==> src/rtl/y86_pkg.sv <==
// Shared Y86-64 fetch definitions: instruction codes, status codes and the
// field values of the NOP bubble loaded into the D register.
package y86_pkg;

  localparam logic [3:0] IHALT   = 4'h0;
  localparam logic [3:0] INOP    = 4'h1;
  localparam logic [3:0] IRRMOVQ = 4'h2;
  localparam logic [3:0] IIRMOVQ = 4'h3;
  localparam logic [3:0] IRMMOVQ = 4'h4;
  localparam logic [3:0] IMRMOVQ = 4'h5;
  localparam logic [3:0] IOPQ    = 4'h6;
  localparam logic [3:0] IJXX    = 4'h7;
  localparam logic [3:0] ICALL   = 4'h8;
  localparam logic [3:0] IRET    = 4'h9;
  localparam logic [3:0] IPUSHQ  = 4'hA;
  localparam logic [3:0] IPOPQ   = 4'hB;

  localparam logic [3:0] RNONE = 4'hF;

  typedef enum logic [1:0] {
    AOK = 2'd0,
    HLT = 2'd1,
    ADR = 2'd2,
    INS = 2'd3
  } stat_t;

  typedef struct packed {
    stat_t      stat;
    logic [3:0] icode;
    logic [3:0] ifun;
    logic [3:0] ra;
    logic [3:0] rb;
  } d_fields_t;

  localparam d_fields_t NOP_BUBBLE = '{stat: AOK, icode: INOP, ifun: 4'h0,
                                       ra: RNONE, rb: RNONE};

endpackage

==> src/rtl/y86_instr_class.sv <==
// Decodes an icode into validity, which optional fields follow the opcode
// byte, and the resulting instruction length in bytes.
module y86_instr_class
  import y86_pkg::*;
(
  input  logic [3:0] icode,
  output logic       instr_valid,
  output logic       need_regids,
  output logic       need_valc,
  output logic [3:0] length
);

  always_comb begin
    instr_valid = 1'b1;
    need_regids = 1'b0;
    need_valc   = 1'b0;
    case (icode)
      IHALT, INOP, IRET: ;
      IRRMOVQ, IOPQ, IPUSHQ, IPOPQ: need_regids = 1'b1;
      IIRMOVQ, IRMMOVQ, IMRMOVQ: begin
        need_regids = 1'b1;
        need_valc   = 1'b1;
      end
      IJXX, ICALL: need_valc = 1'b1;
      default: instr_valid = 1'b0;
    endcase
  end

  // Invalid opcodes are treated as one byte long.
  assign length = 4'd1 + {3'b000, need_regids} + {need_valc, 3'b000};

endmodule

==> src/rtl/y86_fetch_pipe.sv <==
// Pipelined Y86-64 fetch stage: PC select, instruction split, status
// generation, predicted-PC register and the F->D pipeline register.
module y86_fetch_pipe
  import y86_pkg::*;
#(
  parameter int                ADDR_W     = 64,
  parameter int                IMEM_BYTES = 1024,
  parameter logic [ADDR_W-1:0] RESET_PC   = '0
) (
  input  logic              clk,
  input  logic              reset,
  input  logic              f_stall,
  input  logic              d_stall,
  input  logic              d_bubble,
  input  logic              m_mispredict,
  input  logic [ADDR_W-1:0] m_valA,
  input  logic              w_ret,
  input  logic [ADDR_W-1:0] w_valM,
  output logic [ADDR_W-1:0] imem_addr,
  input  logic [79:0]       imem_data,
  input  logic              imem_error,
  output logic [ADDR_W-1:0] f_pc,
  output logic [ADDR_W-1:0] f_predPC,
  output logic              f_halted,
  output logic [1:0]        D_stat,
  output logic [3:0]        D_icode,
  output logic [3:0]        D_ifun,
  output logic [3:0]        D_rA,
  output logic [3:0]        D_rB,
  output logic [ADDR_W-1:0] D_valC,
  output logic [ADDR_W-1:0] D_valP,
  output logic              D_valid
);

  logic [ADDR_W-1:0] pred_pc;
  logic              halted;
  d_fields_t         d_q;
  logic [ADDR_W-1:0] d_valc_q;
  logic [ADDR_W-1:0] d_valp_q;
  logic              d_valid_q;

  logic [7:0]        ibyte [10];
  logic [3:0]        raw_icode;
  logic              instr_valid;
  logic              need_regids;
  logic              need_valc;
  logic [3:0]        length;
  logic [63:0]       valc_full;
  logic [ADDR_W-1:0] valc;
  logic [ADDR_W-1:0] valp;
  logic [ADDR_W:0]   last_byte;
  logic              addr_bad;
  d_fields_t         f_fields;
  logic [ADDR_W-1:0] f_valc;
  logic [ADDR_W-1:0] next_pred;
  logic              d_load;

  assign f_pc      = m_mispredict ? m_valA : (w_ret ? w_valM : pred_pc);
  assign imem_addr = f_pc;

  always_comb begin
    for (int k = 0; k < 10; k++) ibyte[k] = imem_data[79-8*k -: 8];
  end

  assign raw_icode = ibyte[0][7:4];

  y86_instr_class u_class (
    .icode       (raw_icode),
    .instr_valid (instr_valid),
    .need_regids (need_regids),
    .need_valc   (need_valc),
    .length      (length)
  );

  // valC is little-endian and starts right after the register byte, if any.
  always_comb begin
    valc_full = '0;
    if (need_valc) begin
      if (need_regids)
        valc_full = {ibyte[9], ibyte[8], ibyte[7], ibyte[6],
                     ibyte[5], ibyte[4], ibyte[3], ibyte[2]};
      else
        valc_full = {ibyte[8], ibyte[7], ibyte[6], ibyte[5],
                     ibyte[4], ibyte[3], ibyte[2], ibyte[1]};
    end
  end

  assign valc = valc_full[ADDR_W-1:0];
  assign valp = f_pc + ADDR_W'(length);

  // One extra bit so an instruction running past the top of the address
  // space is still seen as out of range instead of wrapping to zero.
  assign last_byte = {1'b0, f_pc} + (ADDR_W+1)'(length) - (ADDR_W+1)'(1);
  assign addr_bad  = imem_error
                  || (last_byte >= (ADDR_W+1)'(IMEM_BYTES))
                  || (f_pc >= ADDR_W'(IMEM_BYTES));

  always_comb begin
    f_fields.stat  = AOK;
    f_fields.icode = raw_icode;
    f_fields.ifun  = ibyte[0][3:0];
    f_fields.ra    = need_regids ? ibyte[1][7:4] : RNONE;
    f_fields.rb    = need_regids ? ibyte[1][3:0] : RNONE;
    f_valc         = valc;
    if (addr_bad || !instr_valid) begin
      f_fields      = NOP_BUBBLE;
      f_fields.stat = addr_bad ? ADR : INS;
      f_valc        = '0;
    end else if (raw_icode == IHALT) begin
      f_fields.stat = HLT;
    end
  end

  assign next_pred = (raw_icode == IJXX || raw_icode == ICALL) ? valc : valp;

  // A mispredict overrides a (possibly speculative) halt and refetches.
  assign d_load = !d_stall && !d_bubble && (!halted || m_mispredict);

  always_ff @(posedge clk) begin
    if (reset) begin
      pred_pc   <= RESET_PC;
      halted    <= 1'b0;
      d_q       <= NOP_BUBBLE;
      d_valc_q  <= '0;
      d_valp_q  <= '0;
      d_valid_q <= 1'b0;
    end else begin
      if (m_mispredict || (!f_stall && !halted))
        pred_pc <= next_pred;

      if (m_mispredict)
        halted <= d_load && (f_fields.stat != AOK);
      else if (d_load && (f_fields.stat != AOK))
        halted <= 1'b1;

      if (d_stall) begin
        d_q <= d_q;
      end else if (d_load) begin
        d_q       <= f_fields;
        d_valc_q  <= f_valc;
        d_valp_q  <= valp;
        d_valid_q <= 1'b1;
      end else begin
        d_q       <= NOP_BUBBLE;
        d_valc_q  <= '0;
        d_valp_q  <= '0;
        d_valid_q <= 1'b0;
      end
    end
  end

  assign f_predPC = pred_pc;
  assign f_halted = halted;
  assign D_stat   = d_q.stat;
  assign D_icode  = d_q.icode;
  assign D_ifun   = d_q.ifun;
  assign D_rA     = d_q.ra;
  assign D_rB     = d_q.rb;
  assign D_valC   = d_valc_q;
  assign D_valP   = d_valp_q;
  assign D_valid  = d_valid_q;

endmodule

==> config.mk <==
export PLATFORM = sky130hd
export DESIGN_NAME = y86_fetch_pipe
export DESIGN_NICKNAME = d
export VERILOG_FILES = /design/src/rtl/y86_pkg.sv /design/src/rtl/y86_instr_class.sv /design/src/rtl/y86_fetch_pipe.sv
export SDC_FILE = /design/constraint.sdc
export NUM_CORES = 1
export LEC_CHECK = 0
export CAP_MARGIN = 20
export CORE_AREA = 2 2 215 217
export CTS_BUF_LIST = sky130_fd_sc_hd__clkbuf_4 sky130_fd_sc_hd__clkbuf_8
export CTS_CLUSTER_DIAMETER = 50
export DETAILED_ROUTE_END_ITERATION = 10
export DIE_AREA = 0 0 217 219
export GPL_TIMING_DRIVEN = 0
export HOLD_SLACK_MARGIN = 0.02
export PLACE_DENSITY = 0.72
export SKIP_LAST_GASP = 1
export SLEW_MARGIN = 20
export SYNTH_ARGS = -nofsm -noshare
export SYNTH_HDL_FRONTEND = slang
export SYNTH_SLANG_ARGS = --single-unit
==> constraint.sdc <==
create_clock -name clk -period 9.9 [get_ports clk]
set_input_delay 0.99 -clock clk [delete_from_list [all_inputs] [get_ports clk]]
set_output_delay 0.99 -clock clk [all_outputs]
set_load 0.02 [all_outputs]
==> parameters.txt, run 1 <==
Parameter                              Value

Run status
  Result of the run    finished, final reports clean

Global route
  Wire length of the first global-routing pass    approximately 160 mm
  Pin count of the biggest net entering global routing    15
  GR Overflow Total    0
  GRT Util Overall    between 40% and 50%
  Number of antenna violations at the first check in global routing    11
  Vias in the first global route    22410

Timing
  Pin slew with the least headroom to its limit    1161 ps
  Maximum clock frequency    0.1017 GHz
  Finish-stage setup viols    0
  Final worst path period share    99.32%
  Clock tree skew after final layout    between 20 and 25 ps
  RSZ-0062 raised after global routing    false
  Total Neg Setup Slack    0 ps
  Remaining max-slew budget at the tightest pin    22.60%
  Hold violation total from the final report    0
  Max-slew violation count    0
  Final period demand of the worst path    between 9000 and 10000 ps

Synthesis
  Count of flip-flops with a built-in enable after synthesis    0
  Post-Syn Nets    approximately 3000
  Primary flip-flop cell chosen by synthesis mapping    dfxtp_1
  Proportion of register bits with asynchronous set or reset after synthesis    0%
  Yosys warning count    0
  Post-synthesis sequential area ratio    22.63%
  Synth top area share    a little under a quarter
  Synth area leader    dfxtp_1
  Post-synthesis sequential element count    around 210
  Post-Syn Area per Cell    7.173 um2
  Post-synthesis cell area    about 0.019 mm2
  Synth cell types    90
  Post-Syn Instances    2614
  Largest cells by area after synthesis    dfxtp_1, ha_1, nand2_1

Floorplanning
  Total number of placement rows    just under 80
  Die Wd    between 200 and 250 um
  Placeable core region    approximately 0.045 mm2
  Die Footprint    approximately 0.048 mm2
  Die Y    around 220 um
  I/O pin total    approximately 560
  Starting density of the core    between 40% and 50%

Placement
  Weighted congestion reported at the end of routability-driven placement    1.080
  Total of buffers placed on input and output ports    approximately 550
  Cell area after placement    approximately 0.025 mm2
  Detailed-placement wirelength estimate    93.25 mm

Routing
  WL per Instance    just under 30 um
  Drc violations    0
  Violation count after the first detailed-routing iteration    3072
  Detailed Routing Iterations Pass 1    6
  Via count    about 24000
  Via density    6.256
  Final antenna-violating net count    0
  Routed wire length    approximately 110 mm

CTS
  Clk sink count    roughly 210
  Clock tree from TritonCTS    yes
  Hold-fix buffer count after cts    0
  Total setup buffers inserted after CTS    0
  Inserted Clock Buffers    30
  Deepest clock path buffer count    3
  Clock latency at the later pin of the worst-skew pair    about 600 ps
  H-tree Lvls    1
  Clock tree root driver cell    clkbuf_8
  Post-cts repair resize count    0
  Clock input transition at the sequential cells of the worst setup and hold paths    60 ps

Setup path
  Largest stage delay on the critical path    1020 ps
  Slowest CP cell    a2111oi_0
  WP buf/inv    9
  Critical path peak fanout    10
  Reg2reg setup slack    roughly 2700 ps
  Cell type group with the largest total delay on the critical path    buffers and inverters
  Critical path type    in -> reg
  Data arrival time of the worst path    a little over 10000 ps
  Kind of end point of the critical path    register
  Crit start category    input port
  Data required time at the worst endpoint    10390 ps
  Critical-path cell list    clkdlybuf4s50_1, buf_2, clkbuf_1, clkbuf_1, clkbuf_1, a21oi_1, ha_1, buf_2, inv_1, a21oi_1, o21ai_0, a2111oi_0, o2111ai_1, a31oi_1, xor2_1, nand4_1, nor4_1, nand4_1, buf_2, buf_6, o22a_1

Power and ir drop
  Leakage power summed over all cells    just over 0.01 uW
  Highest ir drop seen on vdd    between 0.00008 and 0.00009 V
  Power density of the placed cells    between 100 and 150 mW/mm2
  Total Power Consumption    between 3000 and 4000 uW

Hold path
  Class of the tightest hold or removal check    reg -> reg

Cells and area
  Commonest cells after routing, fill and taps aside    clkdlybuf4s50_1, nand2_1, nor2_1
  Final design utilization    a little under three fifths
  Design Area, Final    between 0.02 and 0.03 mm2
  Total number of nets in the final design    between 3000 and 4000
  Signed area change from the synthesized netlist to the final layout    36.84%
  Most common library cell in the layout ignoring fill and taps    clkdlybuf4s50_1
  Fraction of final layout cells sized beyond drive strength 1    4.849%

Flow run
  Reported max-cap violation count    0
==> layout make-up <==
cell class,count,area [um2]
tap,600,750.7
buffer,205,1040
sequential,212,4244
multi-input combinational,2077,13020
inverter,120,450.4
antenna,8,20.02
timing repair buffer,553,5535
clock inverter,3,15.01
clock buffer,47,584.3
fill,4201,19430
==> layer usage <==
metal	vias up	share of wire (%)	GRT usage, %
met2	1794	44	71.53
li1	10380	-	-
met4	2	8.7	31.99
met5	-	0.013	0
met1	11300	37	53.48
met3	456	10	7.900
==> report_power, final <==
part	switching, uW	internal, uW
clock network	350	370
registers	47.5	887
logic	1130	603
==> logic make-up after synthesis <==
group	after synthesis	synth area share, %
AOI/OAI and AO/OA	700	23.88
adders and majority gates	171	11.49
muxes	92	4.938
buffers and inverters	325	7.934
and+or+nand+nor	1041	25.71
DFF	212	22.63
xor gates and xnor gates	73	3.410
==> synthesized netlist by cell type (5+ instances only) <==
cell and instances:
buf_4 65, a222oi_1 14, nor4b_1 5, a22oi_1 31
a31oi_1 13, buf_1 16, nor3b_1 10, a2111oi_0 5
a311oi_1 17, nand3_1 103, nor2_1 274, a211o_1 8
o21bai_1 9, clkbuf_1 110, and2_1 18, nor2b_1 44
a21o_1 22, a21oi_1 227, and3_1 12, or3_1 7
nand2b_1 31, mux2i_1 88, o211ai_1 17, o21ai_0 100
nand4bb_1 7, xor2_1 6, inv_1 115, buf_2 13
nor4_1 19, nand2_1 389, o31ai_1 12, nor4bb_1 7
a211oi_1 28, o2111ai_1 12, nand4_1 36, a22o_1 21
nor3_1 49, or4_1 5, o22a_1 9, ha_1 169
o21ai_1 80, o21a_1 12, xnor2_1 67, dfxtp_1 212
==> worst paths after layout <==
path,startpoint,endpoint,cells past startpoint
max,m_mispredict,D_rB[0],21
min,D_ifun[3],D_ifun[3],2
max reg2reg,f_predPC[41],D_rB[0],18
min reg2reg,D_ifun[3],D_ifun[3],2
==> metrics by stage <==
| step | hold slack [ps] | instances | worst slack, ps |
|---|---|---|---|
| floorplan | 523.3 | 2614 | 3699 |
| global placement | 430.2 | 3767 | 374.7 |
| detailed placement | 438.3 | 3767 | 405.8 |
| CTS | 446.2 | 3817 | 1012 |
| global route | 465.4 | 3824 | 454.4 |
| finish | 442.0 | 3825 | 67.77 |
==> worst register-to-register path: stages (launching register included) <==
cell,delay (ps)
dfxtp_1,380
mux2i_1,170
nor2_1,90
a21oi_1,620
inv_1,350
ha_1,370
buf_2,190
nor2b_1,210
and3_1,330
a2111oi_0,960
o2111ai_1,700
a31oi_1,370
xor2_1,500
nand4_1,270
nor4_1,380
nand4_1,430
buf_2,400
buf_6,200
o22a_1,180
==> flip-flops by register name, indices dropped and copies added, names as in the netlist <==
name	count
D_rA	4
D_stat	2
f_halted	1
D_icode	4
f_predPC	64
D_ifun	4
D_valC	64
D_rB	4
D_valP	64
D_valid	1
(Power assumes the default switching activity.)
==> run 2, diff against run 1 <==
--- a/config.mk
+++ b/config.mk
@@ -5,12 +5,14 @@
 export SDC_FILE = /design/constraint.sdc
 export NUM_CORES = 1
 export LEC_CHECK = 0
+export ABC_AREA = 0
 export CAP_MARGIN = 20
 export CORE_AREA = 2 2 215 217
 export CTS_BUF_LIST = sky130_fd_sc_hd__clkbuf_4 sky130_fd_sc_hd__clkbuf_8
 export CTS_CLUSTER_DIAMETER = 50
 export DETAILED_ROUTE_END_ITERATION = 10
 export DIE_AREA = 0 0 217 219
+export GPL_ROUTABILITY_DRIVEN = 0
 export GPL_TIMING_DRIVEN = 0
 export HOLD_SLACK_MARGIN = 0.02
 export PLACE_DENSITY = 0.72
==> parameters.txt, run 2 (synthesis results as in run 1) <==
Parameter                              Value

Run status
  Result of the run    finished, final reports clean

Cells and area
  Total number of nets in the final design    3586
  Fill cell total of the finished layout    4275
  Commonest cells after routing, fill and taps aside    clkdlybuf4s50_1, nand2_1, nor2_1
  Sequential cell area    0.004244 mm2
  Fraction of final layout cells sized beyond drive strength 1    4.846%
  Area taken by multi-input logic gates    between 0.01 and 0.015 mm2
  Signed area change from the synthesized netlist to the final layout    37.33%
  Most common library cell in the layout ignoring fill and taps    clkdlybuf4s50_1

Setup path
  Critical-path cell list    clkdlybuf4s50_1, a21oi_1, mux2i_1, clkinv_1, clkbuf_1, buf_1, ha_1, inv_1, ha_1, inv_1, fa_1, nand2b_1, a2111oi_2, o21a_1, nor4_1, nor4b_1, nor3_1, nor4_1, o2111ai_1, nor4bb_1, nand4_1, buf_2, buf_6, o21a_1
  Source of the critical timing path    imem_data[77]
  Critical path peak fanout    12
  Reg2reg setup slack    around 3100 ps
  R2r worst-path depth    20
  Slowest CP cell    nor4b_1
  Kind of end point of the critical path    register
  End point of the critical path    D_stat[1]
  Crit start category    input port
  Largest stage delay on the critical path    about 1100 ps
  Worst flop-to-flop path startpoint    f_predPC[1]
  Data required time at the worst endpoint    around 10000 ps
  Critical path type    in -> reg
  Data arrival time of the worst path    ~9000 ps
  Reg2Reg Capture Point    D_stat[1]

Routing
  Routed wire length    102.0 mm
  Drc violations    0
  WL per Instance    26.66 um
  Violation count after the first detailed-routing iteration    approximately 3800
  Detailed Routing Iterations Pass 1    10
  Final antenna-violating net count    0
  Via count    between 20000 and 25000
  Via density    6.257

CTS
  Clock input transition at the sequential cells of the worst setup and hold paths    70 ps
  Inserted Clock Buffers    30
  Total setup buffers inserted after CTS    0
  Clock tree root driver cell    clkbuf_8
  Post-cts repair resize count    0
  H-tree Lvls    1
  Deepest clock path buffer count    3
  Clock tree from TritonCTS    yes
  Clk sink count    212
  Hold-fix buffer count after cts    0
  Clock latency at the later pin of the worst-skew pair    between 600 and 700 ps

Timing
  Final period demand of the worst path    approximately 8700 ps
  Total Neg Setup Slack    0 ps
  Maximum clock frequency    approximately 0.11 GHz
  Hold violation total from the final report    0
  Remaining max-slew budget at the tightest pin    18.43%
  Final worst path period share    between 80% and 90%
  Finish-stage setup viols    0
  Pin slew with the least headroom to its limit    between 1000 and 1500 ps
  Final setup margin    between 1000 and 1500 ps
  Clock tree skew after final layout    about 24 ps
  Max-slew violation count    0
  RSZ-0062 raised after global routing    false

Global route
  Most heavily used metal layer in global routing    met2
  Wire length of the first global-routing pass    approximately 140 mm
  Met1 track demand over resource    a little under half
  Vias in the first global route    around 22000
  Number of antenna violations at the first check in global routing    8
  Met3 capacity usage during global routing    a little under a tenth
  GR Overflow Total    0
  GRT Util Overall    about two fifths
  Global-route track usage on met2    63.88%
  Pin count of the biggest net entering global routing    15

Floorplanning
  Die Wd    roughly 220 um
  Starting density of the core    41.59%
  Total number of placement rows    78
  I/O pin total    between 500 and 600
  Placeable core region    roughly 0.045 mm2
  Die Footprint    0.04752 mm2
  Die Y    219 um

Power and ir drop
  Highest ir drop seen on vdd    approximately 0.00010 V
  Power density of the placed cells    ~130 mW/mm2
  Leakage power summed over all cells    about 0.01 uW

Placement
  Worst-case setup slack after placement    approximately 1300 ps
  Total of buffers placed on input and output ports    553
  Detailed-placement wirelength estimate    approximately 84 mm

Hold path
  Class of the tightest hold or removal check    reg -> reg

Flow run
  Reported max-cap violation count    0
[run 2: changes by cell type in the layout (fill, tap and decap cells not counted)]
cell	before	now
clkbuf_4	10	7
clkbuf_8	37	39
bufinv_16	0	3
clkbuf_2	2	0
buf_1	14	16
[run 2: routing by layer]
metal | part of all wire (%) | routed length, um
met5 | 0 | 0
met2 | 43 | 44140
met3 | 12 | 12250
met4 | 9.0 | 9205
met1 | 36 | 36430
[run 2: critical path, delay by kind of cell]
family / cells / cell delay [ps]
buffers and inverters: 8 / 2640
and+or+nand+nor: 7 / 2510
adders and majority gates: 3 / 1030
muxes: 1 / 670
AOI/OAI and AO/OA: 5 / 1360
[run 2: area by class of cell]
type                            instances  share of cell area [%]
Tap cell                              600                   2.915
Clock buffer                           46                   2.289
Buffer                                205                   4.028
Multi-Input combinational cell       2077                   50.56
Inverter                              120                   1.749
Antenna cell                            8                 0.07774
Timing Repair Buffer                  553                   21.50
Clock inverter                          6                  0.4081
Sequential cell                       212                   16.48
[run 2: worst min-delay path by stage]
stage | start | end | slack (ps) | depth (start not counted)
2_1_floorplan | D_icode[2] | D_icode[2] | 520 | 2
3_3_place_gp | D_ifun[0] | D_ifun[0] | 430 | 2
3_5_place_dp | D_valC[26] | D_valC[26] | 440 | 2
4_1_cts | D_valC[22] | D_valC[22] | 450 | 2
5_1_grt | D_valC[26] | D_valC[26] | 460 | 2
6_report | D_ifun[0] | D_ifun[0] | 450 | 2
[run 2: power by group]
part	internal [uW]	leakage [uW]	switching, uW
combinational	602	0.00805	1070
sequential	887	0.00173	42.8
clock	455	0.000367	361
[run 2: through the flow]
step	hold slack (ps)	total power (uW)	area (um2)	utilization, %	std cells
finish	445.0	3421	25750	57.11	3827
global route	462.4	3514	25750	57.11	3827
CTS	446.7	3331	25730	57.07	3819
detailed placement	437.7	2535	25040	55.53	3767
global placement	431.4	2513	25040	55.53	3767
floorplan	523.3	1876	18750	-	2614
